[src/rtl/vga_palette.sv]
// Writable VGA colour palette: two-stage pixel lookup, CPU write/readback, CGA default loader.
// Optional readback port enabled by defining VGA_PALETTE_READBACK_EN.
module vga_palette #(
  parameter int IDX_W = 4,
  parameter int CH_W  = 4
) (
  input  logic                clk,
  input  logic                rst_n,
  input  logic [IDX_W-1:0]    pix_idx,
  input  logic                pix_blank,
  output logic [CH_W-1:0]     pix_r,
  output logic [CH_W-1:0]     pix_g,
  output logic [CH_W-1:0]     pix_b,
  output logic                pix_blank_o,
  input  logic                wr_en,
  input  logic [IDX_W-1:0]    wr_addr,
  input  logic [3*CH_W-1:0]   wr_data,
  output logic                wr_ready,
  input  logic                rd_en,
  input  logic [IDX_W-1:0]    rd_addr,
  output logic [3*CH_W-1:0]   rd_data,
  output logic                rd_valid,
  input  logic                pal_reload,
  output logic                init_busy
);

  localparam int DEPTH = 1 << IDX_W;
  localparam int PW    = 3 * CH_W;
  localparam int REP   = (CH_W + 3) / 4;

  typedef enum logic {INIT, RUN} state_t;

  state_t             state_reg, state_next;
  logic [IDX_W-1:0]   cnt_reg, cnt_next;
  logic [PW-1:0]      pal_mem [DEPTH];
  logic [IDX_W-1:0]   idx_s1_reg;
  logic               blank_s1_reg;
  logic               wr_accept;

  // Nibble widened by repetition so full-scale stays full-scale (a -> aa).
  function automatic logic [CH_W-1:0] widen(input logic [3:0] n);
    logic [4*REP-1:0] rep;
    rep = {REP{n}};
    return rep[4*REP-1 -: CH_W];
  endfunction

  function automatic logic [11:0] cga(input logic [3:0] i);
    logic [11:0] c;
    c = 12'h000;
    case (i)
      4'h0: c = 12'h000;
      4'h1: c = 12'h00a;
      4'h2: c = 12'h0a0;
      4'h3: c = 12'h0aa;
      4'h4: c = 12'ha00;
      4'h5: c = 12'ha0a;
      4'h6: c = 12'ha50;
      4'h7: c = 12'haaa;
      4'h8: c = 12'h555;
      4'h9: c = 12'h55f;
      4'ha: c = 12'h5f5;
      4'hb: c = 12'h5ff;
      4'hc: c = 12'hf55;
      4'hd: c = 12'hf5f;
      4'he: c = 12'hff5;
      4'hf: c = 12'hfff;
    endcase
    return c;
  endfunction

  function automatic logic [PW-1:0] default_entry(input logic [IDX_W-1:0] i);
    logic [11:0] c;
    c = cga(i[3:0]);
    return {widen(c[11:8]), widen(c[7:4]), widen(c[3:0])};
  endfunction

  assign init_busy = (state_reg == INIT);
  assign wr_ready  = (state_reg == RUN);
  // A reload in the same cycle as a write wins; the write is lost.
  assign wr_accept = wr_en && wr_ready && !pal_reload;

  always_ff @(posedge clk or negedge rst_n) begin
    if (!rst_n) begin
      state_reg <= INIT;
      cnt_reg   <= '0;
    end else begin
      state_reg <= state_next;
      cnt_reg   <= cnt_next;
    end
  end

  always_comb begin
    state_next = state_reg;
    cnt_next   = cnt_reg;
    case (state_reg)
      INIT: begin
        if (pal_reload) begin
          cnt_next = '0;
        end else if (cnt_reg == IDX_W'(DEPTH - 1)) begin
          state_next = RUN;
          cnt_next   = '0;
        end else begin
          cnt_next = cnt_reg + IDX_W'(1);
        end
      end
      RUN: begin
        if (pal_reload) begin
          state_next = INIT;
          cnt_next   = '0;
        end
      end
    endcase
  end

  // Palette RAM is never reset; the sequencer rewrites it after every reset.
  always_ff @(posedge clk) begin
    if (state_reg == INIT) begin
      pal_mem[cnt_reg] <= default_entry(cnt_reg);
    end else if (wr_accept) begin
      pal_mem[wr_addr] <= wr_data;
    end
  end

  always_ff @(posedge clk or negedge rst_n) begin
    if (!rst_n) begin
      idx_s1_reg   <= '0;
      blank_s1_reg <= 1'b1;
      pix_r        <= '0;
      pix_g        <= '0;
      pix_b        <= '0;
      pix_blank_o  <= 1'b1;
    end else begin
      idx_s1_reg   <= pix_idx;
      blank_s1_reg <= pix_blank;
      pix_blank_o  <= blank_s1_reg;
      if (blank_s1_reg || state_reg == INIT) begin
        {pix_r, pix_g, pix_b} <= '0;
      end else begin
        {pix_r, pix_g, pix_b} <= pal_mem[idx_s1_reg];
      end
    end
  end

`ifdef VGA_PALETTE_READBACK_EN
  always_ff @(posedge clk or negedge rst_n) begin
    if (!rst_n) begin
      rd_data  <= '0;
      rd_valid <= 1'b0;
    end else begin
      rd_valid <= rd_en && (state_reg == RUN);
      if (rd_en && state_reg == RUN) begin
        rd_data <= pal_mem[rd_addr];
      end
    end
  end
`else
  logic unused_rd;
  assign unused_rd = ^{rd_en, rd_addr};
  assign rd_data   = '0;
  assign rd_valid  = 1'b0;
`endif

endmodule
[config.mk]
export PLATFORM = sky130hd
export DESIGN_NAME = vga_palette
export DESIGN_NICKNAME = d
export VERILOG_FILES = /design/src/rtl/vga_palette.sv
export SDC_FILE = /design/constraint.sdc
export NUM_CORES = 1
export LEC_CHECK = 0
export CAP_MARGIN = 20
export CORE_UTILIZATION = 35
export DETAILED_ROUTE_END_ITERATION = 8
export GPL_TIMING_DRIVEN = 0
export SYNTH_ARGS = -nofsm -noshare
export SYNTH_HDL_FRONTEND = slang
export SYNTH_SLANG_ARGS = --single-unit
[constraint.sdc]
create_clock -name clk -period 2.56 [get_ports clk]
set_input_delay 0.512 -clock clk [delete_from_list [all_inputs] [get_ports clk]]
set_output_delay 0.512 -clock clk [all_outputs]
set_load 0.02 [all_outputs]
==> metrics <==
outcome finished with violations; failing checks negative setup slack; Psw between 1.5 and 2 mW; Cell Chain, Critical Path clkdlybuf4s50_1 > and3b_1 > clkbuf_1 > a31oi_1 > nor2_2 > buf_6; DP HPWL around 13000 microns; Peak VDD IR about 0.53 mV; Netlist cell types 39; Via density around 5.0; Placeable Area between 0.02 and 0.025 sq mm; TritonCTS buffer count 23; final setup fails 17; Overall Global Routing Usage 0.148; max_cap viols 0; pre-CTS setup slack -741 ps; GP Congestion slightly below 0.8; Slew headroom 0.386; Clock power frac 0.442; Comb power frac 0.059; Area Overhead vs Synth 21.3%; Pint 6.32 mW; largest net degree at the start of global routing 17; # IOs 58; Pleak roughly 3.8 nW; final WL roughly 19000 microns; yosys warns 0; post-DR wirelength/cell ~20 microns; Max Slew Vio Count 0; Syn Area/Cell about 18 sq um; Synth Instances around 480; Worst EP required about 2800 ps; Layout Cell Area excl Fill ~0.010 sq mm; Root Driver clkbuf_16; Clock Sinks between 200 and 250; Largest register FFs around 190; n_diodes 0; CP max FO 10; critical path class in -> reg; CP max-delay cell clkdlybuf4s50_1; Largest Register pal_mem; # nets final a little over 600; critical path's largest stage delay 540 ps; P per Cell Area approximately 760 mW/mm^2; CTS tree yes; DP Area roughly 0.0096 sq mm; final worst slack -26.2 ps; CTS max path bufs 3; startpoint types primary input; Slew @ Worst Pin ~920 ps; Syn Std Cell Area between 0.008 and 0.009 sq mm; clk slew on worst S/H paths roughly 60 ps; Die X 159 microns; post-synthesis sequential area ratio 0.737; Sw Share 0.201; clock skew 12.1 ps; f_max roughly 390 MHz; vias in the first global route around 4600; initial antenna violation count 0; initial core utilization 0.355; Detailed Routing Iterations Pass 1 5; RSZ-0062 raised after global routing yes; Hold Crit Class in -> async; crit end category flip-flop; cts hold-fix bufs 0; Iter 0 DRT Violations ~400; most frequent cells in the layout edfxtp_1 (192), mux2i_1 (53), clkdlybuf4s50_1 (39); share of layout cells above drive strength 1 0.159; vias post-DR roughly 4600; Reg power frac 0.499; gr ovfl total 0; filler cell count approximately 2100; Sum Neg Setup Slack -288 ps; Final Hold Fails 0; Cell Rows 57; Final ANT Viol Nets 0; final worst-path cycle share 1.01; fin crit period around 2600 ps; CP Data Arrival Time approximately 2800 ps; Vert. Die Dim 159 microns; number of port buffers 39; Residual DRC 0; first-pass GRT wire length between 20000 and 30000 microns; most common cell after layout, fill and taps aside edfxtp_1; Clock Latency Late Sink 500 ps; H-tree Lvls 1; die area around 0.025 sq mm; number of synthesized register bits between 200 and 250
cell type report:
cell class | count | area [sq um] | area share
Buffer | 36 | 284 | 0.0272
Clock buffer | 32 | 619 | 0.0593
Tap cell | 324 | 405 | 0.0388
Timing Repair Buffer | 54 | 557 | 0.0533
Sequential cell | 215 | 6340 | 0.607
Inverter | 5 | 18.8 | 0.00180
Multi-Input combinational cell | 240 | 2040 | 0.195
Clock inverter | 10 | 185 | 0.0177
power by group through the flow:
| stage | logic [mW] | registers (mW) | clock network [mW] |
|---|---|---|---|
| finish | 0.470 | 3.95 | 3.49 |
| floorplan | 0.290 | 4.01 | 0 |
| global placement | 0.439 | 4.02 | 0 |
| CTS | 0.472 | 3.95 | 3.54 |
| detailed placement | 0.470 | 4.02 | 0 |
| global route | 0.502 | 3.95 | 3.69 |
Yosys cell counts (all sizes together):
master,number,share of area
o21ai,11,0.0064
a22oi,16,0.014
a31oi,6,0.0044
o21a,4,0.0035
conb,1,0.00044
nand3b,2,0.0017
nand2,30,0.013
and3b,1,0.0010
nor2b,4,0.0029
nor3,4,0.0029
o22ai,2,0.0015
mux2i,53,0.062
nand2b,9,0.0065
clkbuf,11,0.0048
a21oi,6,0.0035
nor2,26,0.011
or3,1,0.00073
ha,2,0.0029
a221oi,8,0.0081
and3,1,0.00073
a211o,1,0.0010
dfrtp,21,0.061
xnor2,1,0.0010
nand3,11,0.0064
inv,5,0.0022
nor3b,2,0.0017
mux4,24,0.069
dfstp,2,0.0061
and2,1,0.00073
a32oi,1,0.0010
edfxtp,192,0.67
buf,25,0.028
layer usage:
layer  up-vias  routed length (microns)  GRT usage
met5         -                        0          0
met4         0                      336     0.0398
met3        27                     1090     0.0285
met2       160                     9180      0.252
met1      2311                     8020      0.194
li1       2064                        -          -
cell families (layout without fill, tap and decap cells):
logic type                 Yosys count  count (layout)  share of synthesized area
DFF                                215             215                      0.737
and+or+nand+nor                     92              92                     0.0498
muxes                               77              77                      0.131
AOI/OAI and AO/OA                   55              55                     0.0433
buffers and inverters               41             137                     0.0350
adders and majority gates            2               2                    0.00291
other                                1              13                   0.000435
xor gates and xnor gates             1               1                    0.00102
critical path, delay by kind of cell:
family                 cells  cell delay (ps)
buffers and inverters      3             1130
AND/OR/NAND/NOR            2              810
AO/OA/AOI/OAI              1              330
stage by stage:
step                std cells  power [mW]   util  hold WS (ps)
floorplan                 496        4.30      -           216
global placement          859        4.46  0.390           380
detailed placement        874        4.49  0.397           386
CTS                       916        7.96  0.431           353
global route              916        8.15  0.431           359
finish                    916        7.91  0.431           359
path summary, 6_finish.rpt:
check | start | endpoint | slack [ps] | depth (start not counted)
worst max register to register | wr_ready | pal_mem[15][6] | 240 | 5
worst min register to register | blank_s1_reg | pix_blank_o | 390 | 0
worst max-delay path | pal_reload | pal_mem[15][6] | -30 | 6
worst min-delay path | rst_n | idx_s1_reg[3] | 360 | 1
max in group asynchronous | rst_n | pix_b[1] | 1710 | 2
min in group clk | blank_s1_reg | pix_blank_o | 390 | 0
repair_timing:
action / in CTS / in global routing
setup buffers: 0 / 0
pin swaps: 0 / 0
endpoints found under the setup margin: 58 / 82
gates resized for setup: 7 / 4
No activity file was read; power rests on OpenSTA's default activity.
==> RTL edit, RTL diff (same settings) <==
Add a define of `VGA_PALETTE_READBACK_EN`.
--- a/src/rtl/vga_palette.sv
+++ b/src/rtl/vga_palette.sv
@@ -1,5 +1,7 @@
 // Writable VGA colour palette: two-stage pixel lookup, CPU write/readback, CGA default loader.
 // Optional readback port enabled by defining VGA_PALETTE_READBACK_EN.
+`define VGA_PALETTE_READBACK_EN
+
 module vga_palette #(
   parameter int IDX_W = 4,
   parameter int CH_W  = 4
Formal check against the unedited RTL: same outputs for any inputs over 10 cycles, from zero or initial values and one cycle with rst_n low; that may be too few to reach the edited logic, so the function may still have changed.
==> RTL edit against the unedited design <==
  * The run still ends with negative setup slack left
  * Sequential power rose by 6.8%
  * Count of clock-buffer cells in the layout decreased by 1
  * Area after synthesis increased by 22%
  * Non-clock buffer count rose by 29
  * Worst setup slack better by 0.026 ns
  * Utilization up 0.057 points
  * Sequential share of layout area fell by 7.6 points
  * Clock skew rose by 0.0028 ns
  * Critical path depth is the same
  * Routed wire length increased by 72%
  * Total power grew 8.0%
  * Sequential cell count is 13 higher
  * Design area rose by 20%
  * Critical endpoint is now pal_mem[15][8]
==> RTL edit: results <==
export IMPL_clock_sinks=228
export IMPL_seq_area_frac_synth_pct=63.6
export IMPL_nNetsFinal=838
export IMPL_clkCellAreaFrac_pct=6.29
export IMPL_grt_pass1_wl_um=45900
export IMPL_grtUsageTotal_pct=21.1
export IMPL_multi_input_gates=427
export IMPL_seq_area_um2=6670
export IMPL_crit_arrival_ns=2.80
export IMPL_gp_congestion=0.870
export IMPL_synthXorXnorAreaFrac_pct=0.0836
export IMPL_avgViaCountPerCell=5.73
export IMPL_n_fill_cell=2643
export IMPL_reg2regPathDepth=6
export IMPL_powerComb_uw=798
export IMPL_grt_pass1_vias=6788
export IMPL_synth_compound_area_share_pct=7.08
export IMPL_endpoint="pal_mem[15][8]"
export IMPL_clk_latency_ns=0.54
export IMPL_setup_ws_ns=-0.000205
export IMPL_io_buffers=56
export IMPL_violations="negative setup slack"
export IMPL_drive_gt1_share_pct=16.8
export IMPL_dr_first_iter_drc_count=711
export IMPL_cts_buffers=25
export IMPL_clock_skew_ns=0.0149
export IMPL_wl_per_cell_um=26.4
export IMPL_setup_viol=1
export IMPL_status="finished with violations"
export IMPL_internal_power_mw=6.51
export IMPL_multi_input_area_um2=3630
RTL edit: changes by cell type after synthesis, moves of 14 or more:
cell / change
a211oi_1: +19
a21oi_1: +14
mux2i_1: +48
mux4_1: -15
mux4_2: +29
nand2_1: +41
nand3_1: +16
nor2b_1: +20
RTL edit: through the flow:
step	instances	power, mW	cell area, um^2	hold slack (ns)	TNS (ns)
after floorplan	707	4.71	10500	0.216	0
after global placement	1147	5.05	11500	0.374	-263.64
after detailed placement	1160	5.07	11700	0.348	-182.83
after CTS	1207	8.55	12500	0.325	0
after global routing	1209	8.79	12600	0.339	-1.69
final	1209	8.55	12600	0.333	-0.000205
RTL edit: routing by layer:
layer	vias to the layer above	global-route usage, %	part of all wire (%)
met5	-	0	0
met4	0	5.69	2.7
met2	338	33.2	46
met1	3546	29.7	43
met3	51	4.16	8.3
li1	2995	-	-
RTL edit: repair_timing:
action,in CTS,in global routing
pin swaps,0,1
resized for setup,15,7
hold buffers,1,0
setup buffers,0,2
setup endpoints to repair,156,88
endpoints found under the hold margin,3,0
